==> src/rtl/booth_pkg.sv <==
`default_nettype none
// ============================================================================
// Module      : booth_pkg
// Description : Shared types and helpers for the sequential radix-4 Booth
//               multiplier: digit encodings, FSM states, and the fractional
//               saturation constant.
// Revision    : 1.0 - initial release
// ============================================================================
package booth_pkg;

  // Radix-4 Booth digit. Bit 2 is the sign and bits 1:0 the magnitude.
  typedef enum logic [2:0] {
    ZERO = 3'b000,
    POS1 = 3'b001,
    POS2 = 3'b010,
    NEG1 = 3'b101,
    NEG2 = 3'b110
  } booth_digit_e;

  // Sequencer states.
  typedef enum logic [1:0] {
    IDLE = 2'd0,
    CALC = 2'd1,
    DONE = 2'd2
  } booth_state_e;

  // Widest product the saturation helper can describe.
  localparam int unsigned c_max_prod_w = 128;

  // Largest positive Q(2*width-1) value: a zero sign bit followed by ones.
  // Callers slice the low 2*width bits.
  function automatic logic [c_max_prod_w-1:0] frac_sat_const(input int unsigned width);
    logic [c_max_prod_w-1:0] val;
    val = '0;
    for (int unsigned i = 0; i < c_max_prod_w; i++) begin
      if (i < (2 * width) - 1) begin
        val[i] = 1'b1;
      end
    end
    return val;
  endfunction

  // Recode the overlapping triplet {y[2i+1], y[2i], y[2i-1]} to a digit.
  function automatic booth_digit_e booth_recode(input logic [2:0] triplet);
    booth_digit_e digit;
    case (triplet)
      3'b001, 3'b010: digit = POS1;
      3'b011:         digit = POS2;
      3'b100:         digit = NEG2;
      3'b101, 3'b110: digit = NEG1;
      default:        digit = ZERO;
    endcase
    return digit;
  endfunction

endpackage
`default_nettype wire

==> src/rtl/booth_multiplier_seq_if.sv <==
`default_nettype none
// ============================================================================
// Module      : booth_multiplier_seq_if
// Description : Start/done request bus between the execute-stage controller
//               (master) and the sequential Booth multiplier (slave).
// Revision    : 1.0 - initial release
// ============================================================================
interface booth_multiplier_seq_if #(
  parameter int WIDTH = 16
) ();

  logic                   start;
  logic                   frac_mode;
  logic [WIDTH-1:0]       real_x;
  logic [WIDTH-1:0]       real_y;
  logic                   busy;
  logic                   done;
  logic [2*WIDTH-1:0]     product;
  logic                   saturated;

  modport master (
    output start, frac_mode, real_x, real_y,
    input  busy, done, product, saturated
  );

  modport slave (
    input  start, frac_mode, real_x, real_y,
    output busy, done, product, saturated
  );

endinterface
`default_nettype wire

==> src/rtl/booth_r4_encoder.sv <==
`default_nettype none
// ============================================================================
// Module      : booth_r4_encoder
// Description : Combinational radix-4 Booth partial-product generator. Turns a
//               multiplier triplet and the multiplicand into digit*x,
//               sign-extended to 2*WIDTH+2 bits.
// Revision    : 1.0 - initial release
// ============================================================================
module booth_r4_encoder
  import booth_pkg::*;
#(
  parameter int WIDTH = 16
) (
  input  logic [2:0]         triplet,
  input  logic [WIDTH-1:0]   multiplicand,
  output logic [2*WIDTH+1:0] partial
);

  booth_digit_e        digit;
  logic [2*WIDTH+1:0]  x_ext;

  // Select 0, +-x or +-2x according to the recoded digit.
  always_comb begin
    digit   = booth_recode(triplet);
    x_ext   = {{(WIDTH + 2){multiplicand[WIDTH-1]}}, multiplicand};
    partial = '0;
    case (digit)
      POS1:    partial = x_ext;
      POS2:    partial = x_ext << 1;
      NEG1:    partial = '0 - x_ext;
      NEG2:    partial = '0 - (x_ext << 1);
      default: partial = '0;
    endcase
  end

endmodule
`default_nettype wire

==> src/rtl/booth_multiplier_seq.sv <==
`default_nettype none
// ============================================================================
// Module      : booth_multiplier_seq
// Description : Sequential radix-4 Booth multiplier, one partial product per
//               clock, signed-integer or Q(WIDTH-1) fractional output with
//               saturation of the -1 x -1 fractional case.
// Revision    : 1.0 - initial release
// ============================================================================
module booth_multiplier_seq
  import booth_pkg::*;
#(
  parameter int WIDTH = 16
) (
  input  logic                   clk,
  input  logic                   rst_n,
  booth_multiplier_seq_if.slave  bus
);

  localparam int unsigned c_acc_w  = 2 * WIDTH + 2;
  localparam int unsigned c_prod_w = 2 * WIDTH;
  localparam int unsigned c_cnt_w  = $clog2(WIDTH / 2 + 1);

  localparam logic [c_cnt_w-1:0]      c_steps   = c_cnt_w'(WIDTH / 2);
  localparam logic [WIDTH-1:0]        c_min_val = {1'b1, {(WIDTH - 1){1'b0}}};
  localparam logic [c_max_prod_w-1:0] c_sat_all = frac_sat_const(WIDTH);
  localparam logic [c_prod_w-1:0]     c_sat_val = c_sat_all[c_prod_w-1:0];

  booth_state_e         state_q,     state_d;
  logic [c_cnt_w-1:0]   cnt_q,       cnt_d;
  logic [c_acc_w-1:0]   acc_q,       acc_d;
  logic [WIDTH-1:0]     x_q,         x_d;
  // Working multiplier with the implicit y[-1]=0 appended at bit 0.
  logic [WIDTH:0]       y_q,         y_d;
  logic                 frac_q,      frac_d;
  logic                 sat_case_q,  sat_case_d;
  logic                 busy_q,      busy_d;
  logic                 done_q,      done_d;
  logic [c_prod_w-1:0]  product_q,   product_d;
  logic                 saturated_q, saturated_d;

  logic [c_acc_w-1:0]   pp;
  logic [c_acc_w-1:0]   pp_aligned;
  logic [c_acc_w-1:0]   acc_sum;
  logic [c_cnt_w:0]     shamt;

  booth_r4_encoder #(
    .WIDTH (WIDTH)
  ) u_encoder (
    .triplet      (y_q[2:0]),
    .multiplicand (x_q),
    .partial      (pp)
  );

  // Next-state, datapath and registered-output computation.
  always_comb begin
    state_d     = state_q;
    cnt_d       = cnt_q;
    acc_d       = acc_q;
    x_d         = x_q;
    y_d         = y_q;
    frac_d      = frac_q;
    sat_case_d  = sat_case_q;
    product_d   = product_q;
    saturated_d = saturated_q;
    done_d      = 1'b0;

    // Digit i carries weight 4^i; i counts up as the counter counts down.
    shamt      = {c_steps - cnt_q, 1'b0};
    pp_aligned = pp << shamt;
    acc_sum    = acc_q + pp_aligned;

    case (state_q)
      IDLE: begin
        if (bus.start) begin
          x_d        = bus.real_x;
          y_d        = {bus.real_y, 1'b0};
          frac_d     = bus.frac_mode;
          sat_case_d = bus.frac_mode && (bus.real_x == c_min_val) && (bus.real_y == c_min_val);
          acc_d      = '0;
          cnt_d      = c_steps;
          state_d    = CALC;
        end
      end

      CALC: begin
        acc_d = acc_sum;
        y_d   = {{2{y_q[WIDTH]}}, y_q[WIDTH:2]};
        cnt_d = cnt_q - 1'b1;
        if (cnt_q == c_cnt_w'(1)) begin
          state_d = DONE;
          done_d  = 1'b1;
          if (!frac_q) begin
            product_d   = acc_sum[c_prod_w-1:0];
            saturated_d = 1'b0;
          end else if (sat_case_q) begin
            product_d   = c_sat_val;
            saturated_d = 1'b1;
          end else begin
            product_d   = {acc_sum[c_prod_w-2:0], 1'b0};
            saturated_d = 1'b0;
          end
        end
      end

      DONE: begin
        state_d = IDLE;
      end

      default: begin
        state_d = IDLE;
      end
    endcase

    busy_d = (state_d != IDLE);
  end

  // State and output registers; reset aborts any operation in flight.
  always_ff @(posedge clk or negedge rst_n) begin
    if (!rst_n) begin
      state_q     <= IDLE;
      cnt_q       <= '0;
      acc_q       <= '0;
      x_q         <= '0;
      y_q         <= '0;
      frac_q      <= 1'b0;
      sat_case_q  <= 1'b0;
      busy_q      <= 1'b0;
      done_q      <= 1'b0;
      product_q   <= '0;
      saturated_q <= 1'b0;
    end else begin
      state_q     <= state_d;
      cnt_q       <= cnt_d;
      acc_q       <= acc_d;
      x_q         <= x_d;
      y_q         <= y_d;
      frac_q      <= frac_d;
      sat_case_q  <= sat_case_d;
      busy_q      <= busy_d;
      done_q      <= done_d;
      product_q   <= product_d;
      saturated_q <= saturated_d;
    end
  end

  assign bus.busy      = busy_q;
  assign bus.done      = done_q;
  assign bus.product   = product_q;
  assign bus.saturated = saturated_q;

endmodule
`default_nettype wire

==> src/flat_wrapper.sv <==
// flat-port wrapper written by rule: the top's interface ports become plain ports
module booth_multiplier_seq_flat import booth_pkg::*;
#(
  parameter int WIDTH = 16
)
  (clk, rst_n, bus_start, bus_frac_mode, bus_real_x, bus_real_y, bus_busy, bus_done, bus_product, bus_saturated);
  booth_multiplier_seq_if #(.WIDTH(WIDTH)) bus_i ();
  input  logic clk;
  input  logic rst_n;
  input wire logic [$bits(bus_i.start)-1:0] bus_start;
  input wire logic [$bits(bus_i.frac_mode)-1:0] bus_frac_mode;
  input wire logic [$bits(bus_i.real_x)-1:0] bus_real_x;
  input wire logic [$bits(bus_i.real_y)-1:0] bus_real_y;
  output wire logic [$bits(bus_i.busy)-1:0] bus_busy;
  output wire logic [$bits(bus_i.done)-1:0] bus_done;
  output wire logic [$bits(bus_i.product)-1:0] bus_product;
  output wire logic [$bits(bus_i.saturated)-1:0] bus_saturated;
  assign bus_i.start = bus_start;
  assign bus_i.frac_mode = bus_frac_mode;
  assign bus_i.real_x = bus_real_x;
  assign bus_i.real_y = bus_real_y;
  assign bus_busy = bus_i.busy;
  assign bus_done = bus_i.done;
  assign bus_product = bus_i.product;
  assign bus_saturated = bus_i.saturated;
  booth_multiplier_seq #(.WIDTH(WIDTH)) u_core (.clk(clk), .rst_n(rst_n), .bus(bus_i));
endmodule
==> config.mk <==
export PLATFORM = sky130hd
export DESIGN_NAME = booth_multiplier_seq_flat
export DESIGN_NICKNAME = d
export VERILOG_FILES = /design/src/rtl/booth_pkg.sv /design/src/rtl/booth_multiplier_seq_if.sv /design/src/rtl/booth_r4_encoder.sv /design/src/rtl/booth_multiplier_seq.sv /design/src/flat_wrapper.sv
export SDC_FILE = /design/constraint.sdc
export NUM_CORES = 1
export LEC_CHECK = 0
export CAP_MARGIN = 20
export CORE_MARGIN = 5
export CORE_UTILIZATION = 40
export DETAILED_ROUTE_END_ITERATION = 16
export DONT_BUFFER_PORTS = 1
export SETUP_SLACK_MARGIN = 0.02
export SLEW_MARGIN = 20
export SYNTH_ARGS = -nofsm -noshare
export SYNTH_HDL_FRONTEND = slang
export SYNTH_SLANG_ARGS = --single-unit
==> constraint.sdc <==
create_clock -name clk -period 4.7 [get_ports clk]
set_input_delay 0.47 -clock clk [delete_from_list [all_inputs] [get_ports clk]]
set_output_delay 0.47 -clock clk [all_outputs]
set_load 0.005 [all_outputs]
======== Yosys cells after proc, flatten, opt, wreduce, memory -nomap -nowiden ========
Index checks and enable logic that the tools add are counted.
word-level totals
  logic and storage cells ................. 62
  flip-flop bits (word level) ............. 110
  output and inout bits ................... 35
  input bits .............................. 36
cells by class
  add/subtract/negate cells ............... 5
  bitwise logic cells ..................... 1
  eq/ne operators ......................... 15
  shift operators ......................... 1
  muxes and demuxes ....................... 17
  reduce and logical (&&, ||, !) cells .... 11
operators by type and width
  kind                   number
  $pmux 34 s4            1
  $pmux 34 s2            1
  $mux 32                2
  $add 34x34->34         1
  $mux 34                1
  $pmux 17 s2            1
  $shl 34x5->34          1
  $eq 16x16->1 const B   2
  $sub 1x17->18 const A  1
  $mux 17                1
  $sub 1x16->17 const A  1
  $eq 3x3->1 const B     5
  $pmux 3 s4             1
  $eq 3x2->1 const B     3
  $pmux 4 s2             1
  $eq 3x1->1 const B     2
  $reduce_and 2->1       3
  $eq 4x1->1 const B     1
  $mux 1                 4
  $mux 2                 2
  $mux 4                 1
  $pmux 2 s2             1
  $reduce_bool 2->1      2
  $reduce_or 2->1        2
  other kinds (8)        9

======== Longest topological paths before layout ========
  depth in word-level cells ............... 9
  depth in mapped cells ................... 26
  gate-level depth less buffers ........... 23

======== Modules after synthesis ========
Synthesis repeated with hierarchy kept, for this count alone.
unflattened totals
  cells, all modules ...................... 947
  area total of the unflattened synthesis .. 8,171.6 um^2
modules (own cells, without submodules)
  module                area each (um^2)  seq. area each (um^2)  cells each  times used
  booth_multiplier_seq  7,303.3           2,702.6                814         1
  booth_r4_encoder      868.3             0.0                    133         1

======== Least setup slack after synthesis ========
OpenSTA, ideal clock, no wires.
  path type ............................... reg-to-reg
  start point ............................. reg u_core.x_q[0]
  end point ............................... reg u_core.product_q[31], in the netlist u_core.bus.product[31]
  setup time .............................. 126 ps
  arrival time ............................ 4,846 ps
  required time ........................... 4,574 ps
  setup slack ............................. -272 ps
  cell stages (with the launch flop) ...... 23
  path buffers ............................ 0
  path through ............................ dfrtp_1 -> inv_1 -> ha_1 -> nor4b_1 -> nand4_1 -> and3_1 -> or2_1 -> a22oi_2 -> nor2_1 -> a211o_1 -> o21ai_1 -> nor2_1 -> o31a_1 -> ha_1 -> and4_1 -> a221o_1 -> a31oi_1 -> o2111a_1 -> nor2_1 -> a41o_1 -> a21oi_1 -> xnor2_1 -> a221o_1
between the ends
  longest elaborated chain between the ends .. 6
  elaborated cells between the ends (all ways) .. 7
ends and longest elaborated chain
  what                                            RTL line                                        text
  from (decl)                                     booth_multiplier_seq.sv:31                      logic [WIDTH-1:0] x_q, x_d;
  from (signal assigned)                          booth_multiplier_seq.sv:123                     x_q <= '0;
  from (signal assigned)                          booth_multiplier_seq.sv:135                     x_q <= x_d;
  $sub 1x17->18 or $sub 1x16->17 (tied branches)  booth_r4_encoder.sv:31, booth_r4_encoder.sv:30
  $pmux 34 s4 *                                   booth_r4_encoder.sv:27                          case (digit)
  $shl 34x5->34 *                                 booth_multiplier_seq.sv:69                      pp_aligned = pp << shamt;
  $add 34x34->34 *                                booth_multiplier_seq.sv:70                      acc_sum = acc_q + pp_aligned;
  $mux 32                                         booth_multiplier_seq.sv:95                      end else if (sat_case_q) begin
  $mux 32 *                                       booth_multiplier_seq.sv:92                      if (!frac_q) begin
  to (signal assigned)                            booth_multiplier_seq.sv:141                     product_q <= product_d;
  to (decl)                                       booth_multiplier_seq.sv:38                      logic [c_prod_w-1:0] product_q, product_d;
Every way passes the cells marked *; elsewhere a longest branch is shown, timed or not.
A chain may end at the register's enable or synchronous reset.

======== Final worst setup path ========
Ends and elaborated chain as after synthesis.

==> out/results.tsv <==
metric	value	unit
area share of the largest cell type after synthesis	35.9	%
Slew Limit Headroom	37.0	%
Syn Inst Count	846	
cell area after layout	0.00968	mm2
number of cell rows	50	
io pins	71	
CP Capture Type	flop	
# clock sinks	108	
Syn Area/Cell	8.90	um2
number of global-route vias before repair	6805	
post-synthesis net count	920	
Routed wire per std cell	18.1	um
Fmax	200	MHz
DP Area	0.00867	mm2
IO Port Bufs	0	
Nets	1031	
Min-Delay Path Class	in2async	
yosys warns	0	
cell family with most CP delay	compound AO/OA/AOI/OAI gates	
total CTS buffers	9	
CTS H-tree lvls	3	
number of DRC markers in iteration 0	580	
CP cell instances	buf_6 > or4_4 > o41ai_4 > xnor2_2 > a22o_1 > inv_1 > mux4_2 > nor3_2 > nor2_1 > nor2_1 > ha_1 > buf_6 > a21oi_4 > o21ai_1 > a221o_1 > a31oi_2 > o2111a_1 > nor2_2 > a41o_1 > a21oi_2 > xnor2_2 > a221o_1	
later-pin clock latency in the skew report	0.37	ns
Total Routing Usage GR	19.9	%
CP Launch Point	u_core.x_q[0]	
met3 GRT Util	2.53	%
measured slew at the worst slew-check pin	0.941	ns
mapped cell area	0.00753	mm2
Pre-antenna DRT Iters	5	
Worst EP required	4.95	ns
initial antenna violation count	0	
Crit Path Category	reg2reg	
final critical-path share of the clock period	107	%
Die Y	147	um
register area	0.00270	mm2
Multi-input gate area	0.00506	mm2
EDFF count, synth	0	
synthesis-stage register bit count	108	
status	finished with violations	
xor and xnor fraction of the mapped netlist area	5.55	%
placed cells	1160	
Final Max Tran Viols	0	
Synth Area in Compound Gates	27.8	%
multiplexer share of the synthesized area	5.65	%
RSZ-0062 raised after global routing	yes	
Post-synth top flop	dfrtp_1	
met2 usage	31.7	%
CTS tree	yes	
Final Hold Fails	0	
Buf/Inv on CP	3	
DIE AREA	0.0217	mm2
via count	6843	
delay of the slowest cell on the worst path	0.53	ns
Fin Clk Skew	0.0132	ns
Synth area leaders	dfrtp_1 (36%), ha_1 (6.1%), o21ai_0 (5.8%)	
CP Max Fanout	3	
failing checks	negative setup slack	
Tmin final	5.01	ns
routing usage on met1	28.1	%
antenna cells	0	
Area Growth Syn to Fin	28.5	%
post-synthesis adder-cell area fraction	6.41	%
largest area contributor in the netlist	dfrtp_1	
vias per cell	5.73	
GPL Wtd Cong	0.937	
Starting Density	40.4	%
Fin Hold WS	0.0221	ns
core area	0.0186	mm2
remaining antenna violation count	0	
most numerous cell in the Yosys netlist	dfrtp_1	
fraction of registers with async set or reset after synthesis	100	%
worst r2r src	u_core.x_q[0]	
largest family of logic cells by synthesized area	compound AO/OA/AOI/OAI gates	
CTS root buffer	clkbuf_16	
crit path launch type	flop	
share of cells above drive strength 1	29.1	%
Clock Tree Buf Depth	2	
Setup violations, final	23	
Final Instance Count excl. Fillers	1195	
Post-DP HPWL	15.5	mm
Seq/Total Area, Yosys	35.9	%
WP data arrival	5.26	ns
max_cap viols	0	
GR Overflow Total	0	
Synth Area in Simple Gates	14.5	%
clk slew on worst S/H paths	0.08	ns
first-pass GRT wire length	35.5	mm
Worst path slowest cell	or4_4	
# fillers	1702	
die width	147	um
Final WS setup	-0.306	ns
largest net degree at the start of global routing	109	
Synth cell types	77	
most frequent cells after synthesis	dfrtp_1 (108), o21ai_0 (88), nand2_1 (78)	
GR peak layer	met2	
DRT Wirelength	21.6	mm
Residual DRC	0	
-- final timing paths --
path	cells after the start	to	slack, ns
worst min-delay path	1	u_core.y_q[11]	0.02
worst min register to register	2	u_core.y_q[5]	0.49
worst max-delay path	22	u_core.bus.product[31]	-0.31
min in group clk	2	u_core.x_q[9]	0.23
worst max register to register	22	u_core.bus.product[31]	-0.31
max in group asynchronous	1	u_core.acc_q[18]	4.23
-- cell type report --
cell class,count,share of cell area (%)
inverters,27,1.05
flip-flops and latches,108,27.9
repair buffers,153,12.7
multi-input cells,658,52.2
clock inverters,6,0.711
clock buffers,9,2.33
well taps,234,3.02
-- state kept, by name, summed over array words and instances (netlist names) --
signal	flops
u_core.y_q	17
u_core.acc_q	32
u_core.bus.busy	1
u_core.cnt_q	4
u_core.frac_q	1
u_core.bus.done	1
u_core.state_q	2
u_core.bus.product	32
u_core.bus.saturated	1
u_core.x_q	16
u_core.sat_case_q	1
-- worst reg2reg max path, delay by kind of cell, from the launching register on --
| family | cells | cell delay (ns) |
|---|---|---|
| adders and majority gates | 1 | 0.29 |
| and+or+nand+nor | 5 | 0.94 |
| xor gates and xnor gates | 2 | 0.25 |
| buffers and inverters | 3 | 0.32 |
| muxes | 1 | 0.47 |
| DFF | 1 | 0.39 |
| AOI/OAI and AO/OA | 10 | 2.24 |
-- layout by cell type (no fill, tap or decap), types with 5 or more instances in the layout --
cell	Yosys	final
nor2_1	55	50
ha_1	37	32
xnor2_2	2	11
nor4_1	7	7
o22ai_1	28	27
nor3_1	19	18
buf_4	1	140
mux2_2	18	18
o21ai_1	2	18
a21oi_2	0	10
xnor2_1	23	12
a21oi_1	59	47
a21o_1	19	19
nand2_1	78	77
a22oi_1	16	14
buf_6	1	10
clkbuf_16	0	9
inv_1	26	26
and3_1	8	7
nor2b_1	9	7
nand3_1	5	5
nand2b_1	7	6
o21a_1	7	7
mux2i_1	20	19
dfrtp_1	108	107
xor2_1	21	14
o211ai_1	6	6
nand4_1	5	5
o21ai_0	88	66
a22o_1	32	32
-- cells by family after synthesis --
logic type,Yosys count
AO/OA/AOI/OAI,312
XOR/XNOR,46
buffers and inverters,80
multiplexers,39
adder cells (fa/ha/maj),38
flip-flops,108
AND/OR/NAND/NOR,223
-- stage by stage --
step,TNS [ns],util (%),setup slack (ns)
final,-2.69,51.9,-0.306
after global routing,-10.29,51.9,-0.549
after CTS,-1.57,49.8,-0.231
after detailed placement,-3.65,46.5,-0.308
after global placement,-1.90,46.5,-0.214
after floorplan,0,-,0.0400
-- per-layer routing --
metal / share of wire, % / vias to the layer above
li1: - / 3344
met1: 47 / 3314
met2: 47 / 158
met3: 4.0 / 27
met4: 2.1 / 0
met5: 0 / -
-- repair_timing --
item,in CTS,in global routing
pin swaps,38,40
endpoints found under the setup margin,28,40
hold buffers,1,0
hold endpoints to repair,108,0
setup buffers,13,9
resized for setup,45,70
Power is not shown: default switching activity piles up to over one toggle a cycle in this logic, so the estimate is an artifact.
